**config.mk**
```make
export PLATFORM = sky130hd
export DESIGN_NAME = alu_op_sequencer_flat
export DESIGN_NICKNAME = d
export VERILOG_FILES = /design/src/rtl/alu_op_sequencer_if.sv /design/src/rtl/alu_op_sequencer.sv /design/src/flat_wrapper.sv
export SDC_FILE = /design/constraint.sdc
export NUM_CORES = 1
export LEC_CHECK = 0
export ABC_AREA = 1
export BUFFER_PORTS_ARGS = -buffer_cell sky130_fd_sc_hd__buf_2
export CAP_MARGIN = 15
export CORE_AREA = 2 2 53 55
export DETAILED_ROUTE_END_ITERATION = 8
export DIE_AREA = 0 0 55 57
export PLACE_DENSITY_LB_ADDON = 0.12
export SYNTH_ARGS = -nofsm -noshare
export SYNTH_HDL_FRONTEND = slang
export SYNTH_SLANG_ARGS = --single-unit
```
**constraint.sdc**
```tcl
create_clock -name clk -period 1.22 [get_ports clk]
set_input_delay 0.122 -clock clk [delete_from_list [all_inputs] [get_ports clk]]
set_output_delay 0.122 -clock clk [all_outputs]
set_load 0.01 [all_outputs]
```
**src/rtl/alu_op_sequencer_if.sv**
```systemverilog
// Operand/opcode/result bus between the sequencer and the ALU datapath.
interface alu_op_sequencer_if #(
  parameter int WIDTH = 6,
  parameter int OPW   = 4
);
  logic [WIDTH-1:0] alu_a;
  logic [WIDTH-1:0] alu_b;
  logic [OPW-1:0]   alu_op;
  logic [WIDTH-1:0] alu_y;
  logic             alu_c;

  modport master (
    output alu_a, alu_b, alu_op,
    input  alu_y, alu_c
  );

  modport slave (
    input  alu_a, alu_b, alu_op,
    output alu_y, alu_c
  );
endinterface

```
**src/rtl/alu_op_sequencer.sv**
```systemverilog
// Loads A, B and opcode from a shared switch bus, lets the ALU settle for
// EXEC_CYCLES clocks, then captures the result with zero/carry flags.
module alu_op_sequencer #(
  parameter int WIDTH       = 6,
  parameter int OPW         = 4,
  parameter int EXEC_CYCLES = 2
) (
  input  logic              clk,
  input  logic              rst,
  input  logic [WIDTH-1:0]  data_in,
  input  logic              load,
  input  logic              clear,
  alu_op_sequencer_if.master alu,
  output logic [WIDTH-1:0]  result,
  output logic              flag_z,
  output logic              flag_c,
  output logic [2:0]        state_out,
  output logic              busy,
  output logic              done
);

  localparam int CNT_W = (EXEC_CYCLES > 1) ? $clog2(EXEC_CYCLES) : 1;

  typedef enum logic [2:0] {
    S_A    = 3'd0,
    S_B    = 3'd1,
    S_OP   = 3'd2,
    S_EXEC = 3'd3,
    S_SHOW = 3'd4
  } state_t;

  state_t           state, state_nx;
  logic [CNT_W-1:0] cnt, cnt_nx;
  logic             load_q;
  logic             load_ev;
  logic [WIDTH-1:0] a_q, a_nx;
  logic [WIDTH-1:0] b_q, b_nx;
  logic [OPW-1:0]   op_q, op_nx;
  logic [WIDTH-1:0] res_q, res_nx;
  logic             z_q, z_nx;
  logic             c_q, c_nx;
  logic             done_q, done_nx;

  // load_q resets high so a level held through reset is not seen as an edge
  assign load_ev = load & ~load_q;

  always_ff @(posedge clk) begin
    if (rst) begin
      state  <= S_A;
      cnt    <= '0;
      load_q <= 1'b1;
      a_q    <= '0;
      b_q    <= '0;
      op_q   <= '0;
      res_q  <= '0;
      z_q    <= 1'b0;
      c_q    <= 1'b0;
      done_q <= 1'b0;
    end else begin
      state  <= state_nx;
      cnt    <= cnt_nx;
      load_q <= load;
      a_q    <= a_nx;
      b_q    <= b_nx;
      op_q   <= op_nx;
      res_q  <= res_nx;
      z_q    <= z_nx;
      c_q    <= c_nx;
      done_q <= done_nx;
    end
  end

  always_comb begin
    state_nx = state;
    cnt_nx   = cnt;
    a_nx     = a_q;
    b_nx     = b_q;
    op_nx    = op_q;
    res_nx   = res_q;
    z_nx     = z_q;
    c_nx     = c_q;
    done_nx  = 1'b0;
    if (clear) begin
      // Soft clear keeps the last displayed result and flags
      state_nx = S_A;
      cnt_nx   = '0;
      a_nx     = '0;
      b_nx     = '0;
      op_nx    = '0;
    end else begin
      case (state)
        S_A: begin
          if (load_ev) begin
            a_nx     = data_in;
            state_nx = S_B;
          end
        end
        S_B: begin
          if (load_ev) begin
            b_nx     = data_in;
            state_nx = S_OP;
          end
        end
        S_OP: begin
          if (load_ev) begin
            op_nx    = data_in[OPW-1:0];
            cnt_nx   = CNT_W'(EXEC_CYCLES - 1);
            state_nx = S_EXEC;
          end
        end
        S_EXEC: begin
          if (cnt != '0) begin
            cnt_nx = cnt - CNT_W'(1);
          end else begin
            res_nx   = alu.alu_y;
            c_nx     = alu.alu_c;
            z_nx     = (alu.alu_y == '0);
            done_nx  = 1'b1;
            state_nx = S_SHOW;
          end
        end
        S_SHOW: begin
          if (load_ev) begin
            a_nx     = data_in;
            state_nx = S_B;
          end
        end
        default: state_nx = S_A;
      endcase
    end
  end

  assign alu.alu_a  = a_q;
  assign alu.alu_b  = b_q;
  assign alu.alu_op = op_q;
  assign result     = res_q;
  assign flag_z     = z_q;
  assign flag_c     = c_q;
  assign done       = done_q;
  assign state_out  = state;
  assign busy       = (state == S_EXEC);

endmodule

```
**src/flat_wrapper.sv**
```systemverilog
// flat-port wrapper written by rule: the top's interface ports become plain ports
module alu_op_sequencer_flat 
#(
  parameter int WIDTH       = 6,
  parameter int OPW         = 4,
  parameter int EXEC_CYCLES = 2
)
  (clk, rst, data_in, load, clear, result, flag_z, flag_c, state_out, busy, done, alu_alu_a, alu_alu_b, alu_alu_op, alu_alu_y, alu_alu_c);
  alu_op_sequencer_if #(.WIDTH(WIDTH), .OPW(OPW)) alu_i ();
  input  logic clk;
  input  logic rst;
  input  logic [WIDTH-1:0] data_in;
  input  logic load;
  input  logic clear;
  output logic [WIDTH-1:0] result;
  output logic flag_z;
  output logic flag_c;
  output logic [2:0] state_out;
  output logic busy;
  output logic done;
  output wire logic [$bits(alu_i.alu_a)-1:0] alu_alu_a;
  output wire logic [$bits(alu_i.alu_b)-1:0] alu_alu_b;
  output wire logic [$bits(alu_i.alu_op)-1:0] alu_alu_op;
  input wire logic [$bits(alu_i.alu_y)-1:0] alu_alu_y;
  input wire logic [$bits(alu_i.alu_c)-1:0] alu_alu_c;
  assign alu_alu_a = alu_i.alu_a;
  assign alu_alu_b = alu_i.alu_b;
  assign alu_alu_op = alu_i.alu_op;
  assign alu_i.alu_y = alu_alu_y;
  assign alu_i.alu_c = alu_alu_c;
  alu_op_sequencer #(.WIDTH(WIDTH), .OPW(OPW), .EXEC_CYCLES(EXEC_CYCLES)) u_core (.clk(clk), .rst(rst), .data_in(data_in), .load(load), .clear(clear), .alu(alu_i), .result(result), .flag_z(flag_z), .flag_c(flag_c), .state_out(state_out), .busy(busy), .done(done));
endmodule
```
---- After elaboration in Yosys (flattened, before gate mapping) ----
Cells that the tools add are included.
storage, ports and cells
  bits in registers ....................... 30
  input bits .............................. 17
  output and inout bits ................... 29
  logic and storage cells ................. 45
operators by class
  add/subtract/negate cells ............... 1
  equal/unequal tests ..................... 8
  multiplexer cells ....................... 9
  bitwise logic cells ..................... 5
  reductions and logical operators ........ 12
operators by type and width
  cell                   count
  $mux W3                4
  $pmux W3 S4            1
  $reduce_and A2 Y1      4
  $eq A3 B2 Y1 const B   2
  $logic_not A6 Y1       1
  $ne A2 B1 Y1 const B   3
  $not A1 Y1             4
  $reduce_and A4 Y1      1
  $reduce_or A2 Y1       2
  $eq A3 B1 Y1 const B   1
  $eq A3 B3 Y1 const B   1
  $logic_not A3 Y1       1
  $mux W1                3
  $reduce_and A3 Y1      1
  $reduce_or A3 Y1       1
  $ne A2 B2 Y1 const B   1
  $pmux W1 S2            1
  $reduce_bool A2 Y1     1
  $and A1 B1 Y1          1
  $sub A1 B1 Y1 const B  1

---- Longest topological paths before layout ----
  depth in word-level cells ............... 4
  depth in mapped cells ................... 8
  depth with buffers taken out ............ 8

---- Worst setup path before layout ----
No wires, ideal clock.
  path type ............................... register -> register
  start ................................... register u_core.state[0], in the netlist u_core.state_out[0]
  end ..................................... register u_core.state[0], in the netlist u_core.state_out[0]
  setup time .............................. 0.110 ns
  arrival ................................. 0.985 ns
  data required time ...................... 1.110 ns
  slack ................................... 0.125 ns
  stages on the path, launching flop included .. 8
  buffers on the path ..................... 0
  period minus slack after synthesis ...... 1.095 ns
  cells stage by stage .................... dfxtp_1 > nand3_2 > inv_2 > nand2_1 > nand2_1 > nand2_1 > nand2_1 > nor2_1
between the ends
  elaborated cells on any way between the ends .. 12
  classes of those cells .................. eq/ne: 8; mux: 1; reduce/logical: 3
RTL lines
  element                      RTL line                source
  start, declared              alu_op_sequencer.sv:32  state_t state, state_nx;
  start signal, assigned       alu_op_sequencer.sv:60  state <= state_nx;
  $eq A3 B2 Y1 (*)             n/a
  via busy                     flat_wrapper.sv:19      output logic busy;
  $ne A2 B2 Y1 (no line)       n/a
  $reduce_and A4 Y1 (no line)  n/a
The timed path passes the listed nets; every way through them passes the cells marked *.
A chain may end at the register's enable or synchronous reset.

---- Worst setup path in the final report ----
  start ................................... register u_core.state[2], in the netlist u_core.state_out[2]
  end ..................................... output busy
between the ends
  word-level cells in the longest chain between the ends .. 1
ends and longest elaborated chain
  element        RTL line                 source
  $eq A3 B2 Y1   alu_op_sequencer.sv:141  assign busy = (state == S_EXEC);
  end, declared  flat_wrapper.sv:19
No other way between the ends.

==> reports/results.tsv <==
stage	metric	value	unit
worst_setup_path	Crit-path slowest cell	dfxtp_2	
floorplanning	die area	3135	um2
sta	final setup fails	0	
sta	Slew @ Worst Pin	0.3461	ns
worst_setup_path	Crit. End Element	output port	
sta	Clock Skews	0.01255	ns
power_and_ir_drop	Sw Share	0.2304	
sta	Final min period	1.147	ns
grt	number of global-route vias before repair	967	
yosys	post-synth top area share	0.5252	
worst_setup_path	worst-path fanout max	4	
worst_setup_path	critical-path cell list	inv_4, nand3_4, inv_4, buf_2	
clock_tree	CTS tree	built	
run_status	outcome	finished, final reports clean	
sta	Sum Neg Setup Slack	0	ns
drt	DRT antenna net count	0	
floorplanning	Row Count	19	
floorplanning	I/O pin cnt	46	
drt	DRC Markers	0	
clock_tree	root buffer cell	clkbuf_4	
placed_design	Port Buffers	45	
drt	Detailed Routing Iterations Pass 1	4	
yosys	sequential-to-total area share from yosys stat	0.5252	
grt	initial antenna violation count	0	
sta	final count of hold timing violations	0	
yosys	synthesized net count	164	
drt	DRT iter0 DRCs	20	
sta	fin. max-slew vios	0	
yosys	Mapped Avg Cell Area	7.780	um2
floorplanning	Starting Density	0.4373	
layout	Synth-to-Final Area Change	31.51	%
placed_design	Area after DPL	1403	um2
clock_tree	Worst-Skew Late Latency	0.32	ns
layout	share of cells above drive strength 1	0.3483	
layout	commonest non-fill, non-tap cell in the layout	nor2_1	
grt	gr ovfl total	0	
power_and_ir_drop	Clk pwr share	0.350	
worst_setup_path	Worst EP required	1.10	ns
power_and_ir_drop	power per cell area	1131	nW/um2
run	maxcap violations	0	
power_and_ir_drop	Combinational Power Share	0.067	
sta	Final Cycle Share	0.9398	
drt	Total Wirelength	2446	um
worst_setup_path	startpoint type of the worst setup path	register	
floorplanning	Core Box Area	2615	um2
layout	fin area	1504	um2
grt	largest net degree at the start of global routing	20	
layout	# diodes	0	
yosys	mapped cell area	1144	um2
yosys	Yosys cell types	19	
yosys	Syn Inst Count	147	
power_and_ir_drop	P_leak	0.7511	nW
layout	commonest cells after routing, fill and taps aside	nor2_1 (52), buf_2 (45), dfxtp_1 (27), o21ai_0 (23), nand2_1 (10)	
drt	vias	1101	
power_and_ir_drop	Peak VDD IR	0.7514	mV
clock_tree	TritonCTS Buffers	5	
drt	vias per inst	4.746	
clock_tree	Clock Path Buffers	2	
layout	Util after Layout	0.5751	
yosys	flops & latches, synth	30	
floorplanning	chip width	55	um
worst_setup_path	Worst path max stage delay	0.35	ns
power_and_ir_drop	sequential power share	0.583	
hold_path	Worst Hold Class	in2reg	
power_and_ir_drop	sw power	0.3920	mW
sta	WHS	0.03549	ns
sta	slew margin rel.	0.7687	
floorplanning	Die Span Y	57	um
drt	drt wl/cell	10.54	um
clock_tree	clock slew seen by the registers of the worst setup and hold paths	0.10	ns
yosys	largest cells by area after synthesis	dfxtp_1 (53%), nor2_1 (17%), o21ai_0 (10%)	
worst_setup_path	Setup CP Type	reg2out	
sta	Fmax achieved	872.1	MHz
worst_setup_path	CP most frequent cell	inv_4	
yosys	leading area contributor after synthesis	dfxtp_1	
layout	Filler cells	268	
placed_design	DP HPWL	1896	um
yosys	warnings from Yosys	0	
layout	final layout net count	217	
grt	total track usage	0.1794	
power_and_ir_drop	P_int	1.309	mW
grt	global-route wire length before repair	4119	um
placed_design	routability cong.	0.7257	
clock_tree	CTS H-tree lvls	2	
clock_tree	Clock Sinks	30	
worst_setup_path	critical path arrival	1.02	ns
==> worst max-delay path, delay by kind of cell, from the launching register on <==
kind,cells,cell delay (ns)
buffers and inverters,3,0.27
DFF,1,0.35
and+or+nand+nor,1,0.08
==> metrics by stage <==
step / std cells / setup slack (ns) / power [mW]
after floorplan: 147 / 0.1252 / 1.074
after global placement: 222 / 0.08517 / 1.124
after detailed placement: 222 / 0.03951 / 1.127
after CTS: 231 / 0.006831 / 1.723
after global routing: 232 / -0.003411 / 1.779
final: 232 / 0.07340 / 1.701
==> synthesized netlist by cell type <==
cell and count:
a21o_2 1, a21oi_1 3, inv_1 10, inv_2 2, nor2_4 3, o21ai_0 23, nand2_1 10, o21ai_2 1
nor2_1 53, nand2_2 1, clkinv_4 1, nand2_4 1, o211ai_1 1, nand3_1 2, clkbuf_2 1, dfxtp_1 30
nor4_1 1, nand3_2 2, nor3_1 1
==> worst paths after layout <==
check                                    startpoint  slack [ns]                    to  cells after the start
worst min-delay path                          clear        0.04            u_core.cnt                      2
worst max register to register  u_core.state_out[0]        0.12  u_core.alu.alu_op[2]                      6
worst min register to register     u_core.result[5]        0.49      u_core.result[5]                      2
worst max-delay path            u_core.state_out[2]        0.07                  busy                      4
==> cells by family after synthesis <==
| kind of cell | Yosys count | synth area share |
|---|---|---|
| AOI/OAI and AO/OA | 29 | 0.1357 |
| and+or+nand+nor | 74 | 0.2878 |
| DFF | 30 | 0.5252 |
| buffers and inverters | 14 | 0.05143 |
==> flip-flops by register name, indices dropped and copies added (netlist names) <==
| name | cells |
|---|---|
| u_core.flag_c | 1 |
| u_core.load_q | 1 |
| u_core.cnt | 1 |
| u_core.alu.alu_b | 6 |
| u_core.result | 6 |
| u_core.state_out | 3 |
| u_core.alu.alu_op | 4 |
| u_core.done | 1 |
| u_core.flag_z | 1 |
| u_core.alu.alu_a | 6 |
==> layout make-up <==
type,instances,area (um2),share of cell area
clock buffers,7,55.05,0.03661
clock inverters,1,5.005,0.003328
inverters,13,58.81,0.03910
multi-input cells,103,494.2,0.3286
flip-flops and latches,30,609.3,0.4052
well taps,31,38.79,0.02579
repair buffers,47,242.7,0.1614
==> power groups by stage <==
stage               clock network (mW)  logic (mW)  registers, mW
floorplan                            0      0.0538           1.02
global placement                     0       0.109           1.02
detailed placement                   0       0.111           1.02
CTS                              0.617       0.114          0.993
global route                     0.656       0.129          0.993
finish                           0.596       0.113          0.992
==> per-layer routing <==
metal | up-vias | GRT usage | wire length [um]
met5 | - | 0 | 0
met4 | 0 | 0.07317 | 33
met3 | 5 | 0.06545 | 179
met2 | 35 | 0.2908 | 1189
met1 | 490 | 0.2097 | 1044
li1 | 571 | - | -
==> timing repair <==
item | 4_1_cts | 5_1_grt
pin swaps | 0 | 1
hold buffers | 1 | 0
endpoints found under the hold margin | 1 | 0
buffers inserted | 0 | 1
gates resized for setup | 5 | 5
cloned | 0 | 0
endpoints found under the setup margin | 1 | 7
(Power assumes the default switching activity.)
